[config.mk]
export PLATFORM = sky130hd
export DESIGN_NAME = reg_file_scoreboard_flat
export DESIGN_NICKNAME = d
export VERILOG_FILES = /design/src/rtl/reg_file_scoreboard_pkg.sv /design/src/rtl/reg_file_scoreboard_if.sv /design/src/rtl/reg_file_scoreboard_sb.sv /design/src/rtl/reg_file_scoreboard.sv /design/src/flat_wrapper.sv
export SDC_FILE = /design/constraint.sdc
export NUM_CORES = 2
export LEC_CHECK = 0
export CORE_UTILIZATION = 62
export DETAILED_ROUTE_END_ITERATION = 6
export PLACE_DENSITY = 0.8
export SYNTH_ARGS = -nofsm -noshare
export SYNTH_HDL_FRONTEND = slang
export SYNTH_SLANG_ARGS = --single-unit
[constraint.sdc]
create_clock -name clk -period 7.3 [get_ports clk]
set_clock_uncertainty 0.15 [all_clocks]
set_input_delay 1.46 -clock clk [delete_from_list [all_inputs] [get_ports clk]]
set_output_delay 1.46 -clock clk [all_outputs]
set_load 0.01 [all_outputs]
[src/rtl/reg_file_scoreboard_pkg.sv]
// reg_file_pkg: default register-file geometry and a popcount helper for the busy scoreboard
package reg_file_pkg;
  localparam int XLEN_D = 32;
  localparam int NREGS_D = 32;
  localparam int NRD_D = 2;
  localparam int MAXREGS = 256;
  function automatic int popcount(input logic [MAXREGS-1:0] v);
    int c;
    c = 0;
    for (int i = 0; i < MAXREGS; i++) c += int'(v[i]);
    return c;
  endfunction
endpackage

[src/rtl/reg_file_scoreboard_if.sv]
// reg_file_scoreboard_if: writeback/issue/flush inputs, read addresses in; read data, rbusy, busy_vec, busy_cnt out
interface reg_file_scoreboard_if
  import reg_file_pkg::*;
#(
  parameter int XLEN = XLEN_D,
  parameter int NREGS = NREGS_D,
  parameter int NRD = NRD_D,
  localparam int AW = $clog2(NREGS)
);
  logic we;
  logic [AW-1:0] wa;
  logic [XLEN-1:0] wd;
  logic iss_valid;
  logic [AW-1:0] iss_rd;
  logic flush;
  logic [NRD*AW-1:0] ra;
  logic [NRD*XLEN-1:0] rd;
  logic [NRD-1:0] rbusy;
  logic [NREGS-1:0] busy_vec;
  logic [AW:0] busy_cnt;
  modport master (output we, wa, wd, iss_valid, iss_rd, flush, ra, input rd, rbusy, busy_vec, busy_cnt);
  modport slave (input we, wa, wd, iss_valid, iss_rd, flush, ra, output rd, rbusy, busy_vec, busy_cnt);
endinterface

[src/rtl/reg_file_scoreboard_sb.sv]
// reg_scoreboard: pending-write bits; ports clk, rst, we_i/wa_i writeback, iss_valid_i/iss_rd_i issue, flush_i, busy_vec_o, busy_cnt_o
module reg_scoreboard
  import reg_file_pkg::*;
#(
  parameter int NREGS = NREGS_D,
  localparam int AW = $clog2(NREGS)
) (
  input  logic clk,
  input  logic rst,
  input  logic we_i,
  input  logic [AW-1:0] wa_i,
  input  logic iss_valid_i,
  input  logic [AW-1:0] iss_rd_i,
  input  logic flush_i,
  output logic [NREGS-1:0] busy_vec_o,
  output logic [AW:0] busy_cnt_o
);
  logic [NREGS-1:0] busy_q, busy_d;
  always_comb begin
    busy_d = busy_q;
    if (flush_i) busy_d = '0;
    else if (we_i) busy_d[wa_i] = 1'b0;
    if (iss_valid_i && !flush_i) busy_d[iss_rd_i] = 1'b1;
    busy_d[0] = 1'b0;
  end
  always_ff @(posedge clk) busy_q <= rst ? '0 : busy_d;
  assign busy_vec_o = busy_q;
  assign busy_cnt_o = (AW+1)'(popcount({{(MAXREGS-NREGS){1'b0}}, busy_q}));
endmodule

[src/rtl/reg_file_scoreboard.sv]
// reg_file_scoreboard: register file with busy scoreboard; ports clk, rst, bus (slave: writeback, issue, flush, NRD read ports)
module reg_file_scoreboard
  import reg_file_pkg::*;
#(
  parameter int XLEN = XLEN_D,
  parameter int NREGS = NREGS_D,
  parameter int NRD = NRD_D,
  parameter int BYPASS = 1,
  localparam int AW = $clog2(NREGS)
) (
  input logic clk,
  input logic rst,
  reg_file_scoreboard_if.slave bus
);
  localparam logic BYP = BYPASS != 0;
  logic [XLEN-1:0] mem_q [NREGS];
  logic [AW-1:0] ra_w [NRD];
  logic [NREGS-1:0] busy_w;
  logic [AW:0] cnt_w;
  logic [NRD*XLEN-1:0] rd_w;
  logic [NRD-1:0] rbusy_w;
  reg_scoreboard #(.NREGS(NREGS)) u_sb (
    .clk(clk), .rst(rst), .we_i(bus.we), .wa_i(bus.wa), .iss_valid_i(bus.iss_valid),
    .iss_rd_i(bus.iss_rd), .flush_i(bus.flush), .busy_vec_o(busy_w), .busy_cnt_o(cnt_w)
  );
  for (genvar g = 0; g < NREGS; g++) begin : g_mem
    always_ff @(posedge clk) mem_q[g] <= rst ? '0 : (g != 0 && bus.we && bus.wa == AW'(g)) ? bus.wd : mem_q[g];
  end
  for (genvar g = 0; g < NRD; g++) begin : g_ra
    assign ra_w[g] = bus.ra[g*AW +: AW];
  end
  always_comb begin
    rd_w = '0;
    rbusy_w = '0;
    for (int i = 0; i < NRD; i++) begin
      rd_w[i*XLEN +: XLEN] = (ra_w[i] == '0) ? '0 : (BYP && bus.we && bus.wa == ra_w[i]) ? bus.wd : mem_q[ra_w[i]];
      rbusy_w[i] = busy_w[ra_w[i]] & ~(BYP && bus.we && bus.wa == ra_w[i]);
    end
  end
  assign bus.rd = rd_w;
  assign bus.rbusy = rbusy_w;
  assign bus.busy_vec = busy_w;
  assign bus.busy_cnt = cnt_w;
endmodule
[src/flat_wrapper.sv]
// flat-port wrapper written by rule: the top's interface ports become plain ports
module reg_file_scoreboard_flat import reg_file_pkg::*;
#(
  parameter int XLEN = XLEN_D,
  parameter int NREGS = NREGS_D,
  parameter int NRD = NRD_D,
  parameter int BYPASS = 1,
  localparam int AW = $clog2(NREGS)
)
  (clk, rst, bus_we, bus_wa, bus_wd, bus_iss_valid, bus_iss_rd, bus_flush, bus_ra, bus_rd, bus_rbusy, bus_busy_vec, bus_busy_cnt);
  reg_file_scoreboard_if #(.XLEN(XLEN), .NREGS(NREGS), .NRD(NRD)) bus_i ();
  input logic clk;
  input logic rst;
  input wire logic [$bits(bus_i.we)-1:0] bus_we;
  input wire logic [$bits(bus_i.wa)-1:0] bus_wa;
  input wire logic [$bits(bus_i.wd)-1:0] bus_wd;
  input wire logic [$bits(bus_i.iss_valid)-1:0] bus_iss_valid;
  input wire logic [$bits(bus_i.iss_rd)-1:0] bus_iss_rd;
  input wire logic [$bits(bus_i.flush)-1:0] bus_flush;
  input wire logic [$bits(bus_i.ra)-1:0] bus_ra;
  output wire logic [$bits(bus_i.rd)-1:0] bus_rd;
  output wire logic [$bits(bus_i.rbusy)-1:0] bus_rbusy;
  output wire logic [$bits(bus_i.busy_vec)-1:0] bus_busy_vec;
  output wire logic [$bits(bus_i.busy_cnt)-1:0] bus_busy_cnt;
  assign bus_i.we = bus_we;
  assign bus_i.wa = bus_wa;
  assign bus_i.wd = bus_wd;
  assign bus_i.iss_valid = bus_iss_valid;
  assign bus_i.iss_rd = bus_iss_rd;
  assign bus_i.flush = bus_flush;
  assign bus_i.ra = bus_ra;
  assign bus_rd = bus_i.rd;
  assign bus_rbusy = bus_i.rbusy;
  assign bus_busy_vec = bus_i.busy_vec;
  assign bus_busy_cnt = bus_i.busy_cnt;
  reg_file_scoreboard #(.XLEN(XLEN), .NREGS(NREGS), .NRD(NRD), .BYPASS(BYPASS)) u_core (.clk(clk), .rst(rst), .bus(bus_i));
endmodule
==> metrics.cfg <==
[outcome]
outcome = completed

[placement]
gp_congestion = 0.9180
dp_worst_setup_slack_ns = 0.2049
detailed_place_hpwl_um = 88880
place_inst = 3817
numPortBuffers = 159
post_dp_cell_area_um2 = 52380

[logic_synthesis]
synth.avg_cell_area_um2 = 18.36
yosysUniqueCellTypes = 63
syn_inst = 2684
synth_edf_count = 992
yosys_warnings = 0
synth_seq_area_share_pct = 61.70
ys_ff_latch = 1023
synthesis.nets = 2771
async_reset_ff_share_pct = 0
syn_area_um2 = 49290
ys.flop_type = edfxtp_1

[floorplanning]
num_rows = 103
coreArea_um2 = 78870
dieArea_um2 = 80620
chipWidth_um = 283.9
io_pins = 161
fp.dieH_um = 283.9
start_util_pct = 62.49

[sta]
fin_setup_tns_ns = 0
setup_slack_ns = 0.1158
drv_slew = 0
max_freq_ghz = 0.1392
hold_viol_final = 0
worst-slew-pin-transition_ns = 1.392
timing.final.crit_share_pct = 98.41
setup_viol_count_final = 0
fin_crit_ns = 7.184
relSlewSlack_pct = 7.220

[run]
cap_viol_max_count = 0

[min_path]
whs_endpoint = u_core.u_sb.busy_vec_o[7]
holdPathStages = 2
hold_path_class = reg -> reg
hold_path_startpoint = u_core.u_sb.busy_vec_o[7]

[power_and_ir_drop]
switching_share_pct = 24.71
pwr-share-seq_pct = 51.4
clockPowerShare_pct = 34.6
p_switching_mw = 3.483
cellPowerDensity_nw_per_um2 = 254.3
leakage_nw = 18.40
power_mw = 14.10
pwr-share-comb_pct = 14.0
internal_power_mw = 10.62
peakVddDrop_uv = 251.6

[clock_tree]
h-tree-depth = 3
clk_path_buf_depth = 3
cts_hold_buf = 0
cts_buffers = 101
cts_tree = yes
cts_num_sinks = 1023
clock_latency_ns = 0.66
root_buffer = clkbuf_16
clk_pin_slew_ns = 0.06
post-cts-setup-buffer-count = 0

[setup_path]
worstSetupPathType = reg -> out
crit_required_ns = 5.69
worstRegToRegCells = 2
end_kind = primary output
worst-path-max-fanout = 5
regToRegSetupSlack_ns = 6.28
timing.rr.start = u_core.u_sb.busy_vec_o[31]
reg2reg_to = u_core.u_sb.busy_vec_o[31]
cp-start-kind = flip-flop
crit_arrival_ns = 5.57

[route]
vias = 31441
initialDrtViolationCount = 5413
remaining_drc_errors = 0
avgRoutedWirePerCell_um = 38.28
detail-route-antenna-nets = 0
drt_wl_total_um = 153000
first_pass_iters = 6
viasPerCell = 7.866

[finish]
drive_gt1_share_pct = 30.65
fin_area_um2 = 55440
stdcell_count = 3997
nNetsFinal = 2957
synthToLayoutAreaGrowth_pct = 12.48

[global_route]
grt_pass1_vias = 31513
antenna_found_initial = 4
grt.total_usage_pct = 38.26
grtUsageMet2_pct = 58.11
grt_max_degree = 107
globalRouteMet1Util_pct = 50.56
grtUsageMet3_pct = 10.19
gr-max-usage-layer = met2
grt_pass1_wl_um = 218200
grt_overflow = 0

## registers in the layout, summed over array words and instances, names as in the netlist
name,cells
u_core.mem_q,992
u_core.u_sb.busy_vec_o,31
## per-stage QoR
step	utilization, %	hold WS [ns]
6_report	70.29	0.4047
5_1_grt	70.28	0.4261
4_1_cts	70.26	0.4020
3_5_place_dp	66.41	0.3893
3_3_place_gp	66.41	0.3824
2_1_floorplan	-	0.3569
## placed cells by master, fill, tap and decap left out, types with 29 or more instances in the layout
cell	Yosys	routed
nand2b_2	0	29
o21ai_0	32	31
clkdlybuf4s50_1	0	145
nor2_1	68	67
clkbuf_16	0	104
inv_1	48	46
a21oi_1	56	54
a22o_1	44	44
buf_4	40	130
nand2_1	88	88
a221oi_1	37	37
mux2_2	71	71
o22ai_1	43	43
nor2b_1	72	70
a22oi_1	54	54
edfxtp_1	992	992
mux4_2	491	491
nand3_1	29	29
## worst max path at each step
| stage | from | end | cells after the start |
|---|---|---|---|
| after floorplan | u_core.u_sb.busy_vec_o[12] | bus_busy_cnt[4] | 15 |
| after global placement | u_core.u_sb.busy_vec_o[12] | bus_busy_cnt[4] | 16 |
| after detailed placement | u_core.u_sb.busy_vec_o[12] | bus_busy_cnt[4] | 16 |
| after CTS | u_core.u_sb.busy_vec_o[28] | bus_busy_cnt[1] | 13 |
| after global routing | u_core.u_sb.busy_vec_o[12] | bus_busy_cnt[4] | 16 |
| final | u_core.u_sb.busy_vec_o[28] | bus_busy_cnt[4] | 16 |
## layer usage
metal	wire length, um	vias up
met3	21780	627
met4	10280	4
met1	49640	15985
li1	-	11802
met2	71250	3023
met5	41	-
## power by group through the flow
stage	registers, mW	logic, mW	clock network [mW]
after floorplan	7.24	1.23	0
after CTS	7.23	1.94	4.89
after global placement	7.26	1.89	0
after global routing	7.28	2.04	5.09
final	7.24	1.97	4.88
after detailed placement	7.34	1.93	0
## timing repair
item,in CTS,in global routing
resized for setup,16,7
pin swaps,1,1
endpoints found under the setup margin,5,5
## worst max-delay path: stages (launching register included)
cell	delay [ns]
dfxtp_2	0.35
fa_1	0.52
fa_1	0.51
inv_1	0.05
fa_1	0.48
inv_1	0.05
fa_1	0.47
fa_1	0.49
inv_1	0.05
fa_1	0.48
inv_1	0.06
fa_2	0.37
fa_2	0.42
a21o_1	0.20
a21oi_2	0.14
xnor2_1	0.12
buf_2	0.15
## area by class of cell
cell class / count / area [um^2]
fill: 4731 / 23440
sequential: 1023 / 30420
timing repair buffer: 298 / 2784
clock inverter: 48 / 322.8
tap: 1050 / 1314
clock buffer: 131 / 2704
multi-input combinational: 1397 / 17700
inverter: 49 / 183.9
antenna: 1 / 2.502
## cell families after synthesis
family / Yosys count / synth area share, %
flip-flops: 1023 / 61.70
multiplexers: 586 / 24.55
AND/OR/NAND/NOR: 402 / 4.283
AO/OA/AOI/OAI: 365 / 5.471
buffers and inverters: 264 / 2.650
adder cells (fa/ha/maj): 30 / 1.112
XOR/XNOR: 13 / 0.2310
other: 1 / 0.007609
## synth_stat cells (37+ instances only)
| library cell | instances | area (um^2) |
|---|---|---|
| o22ai_1 | 43 | 269.0 |
| nor2b_1 | 72 | 450.4 |
| buf_2 | 84 | 420.4 |
| edfxtp_1 | 992 | 29790 |
| a22o_1 | 44 | 385.4 |
| buf_4 | 40 | 300.3 |
| nand2b_1 | 40 | 250.2 |
| nor2_1 | 68 | 255.2 |
| nand2_1 | 88 | 330.3 |
| a22oi_1 | 54 | 405.4 |
| mux4_2 | 491 | 11060 |
| a21oi_1 | 56 | 280.3 |
| clkbuf_1 | 71 | 266.5 |
| mux2_2 | 71 | 799.5 |
| inv_1 | 48 | 180.2 |
| a221oi_1 | 37 | 324.1 |
Power figures use the tool's default switching activity.
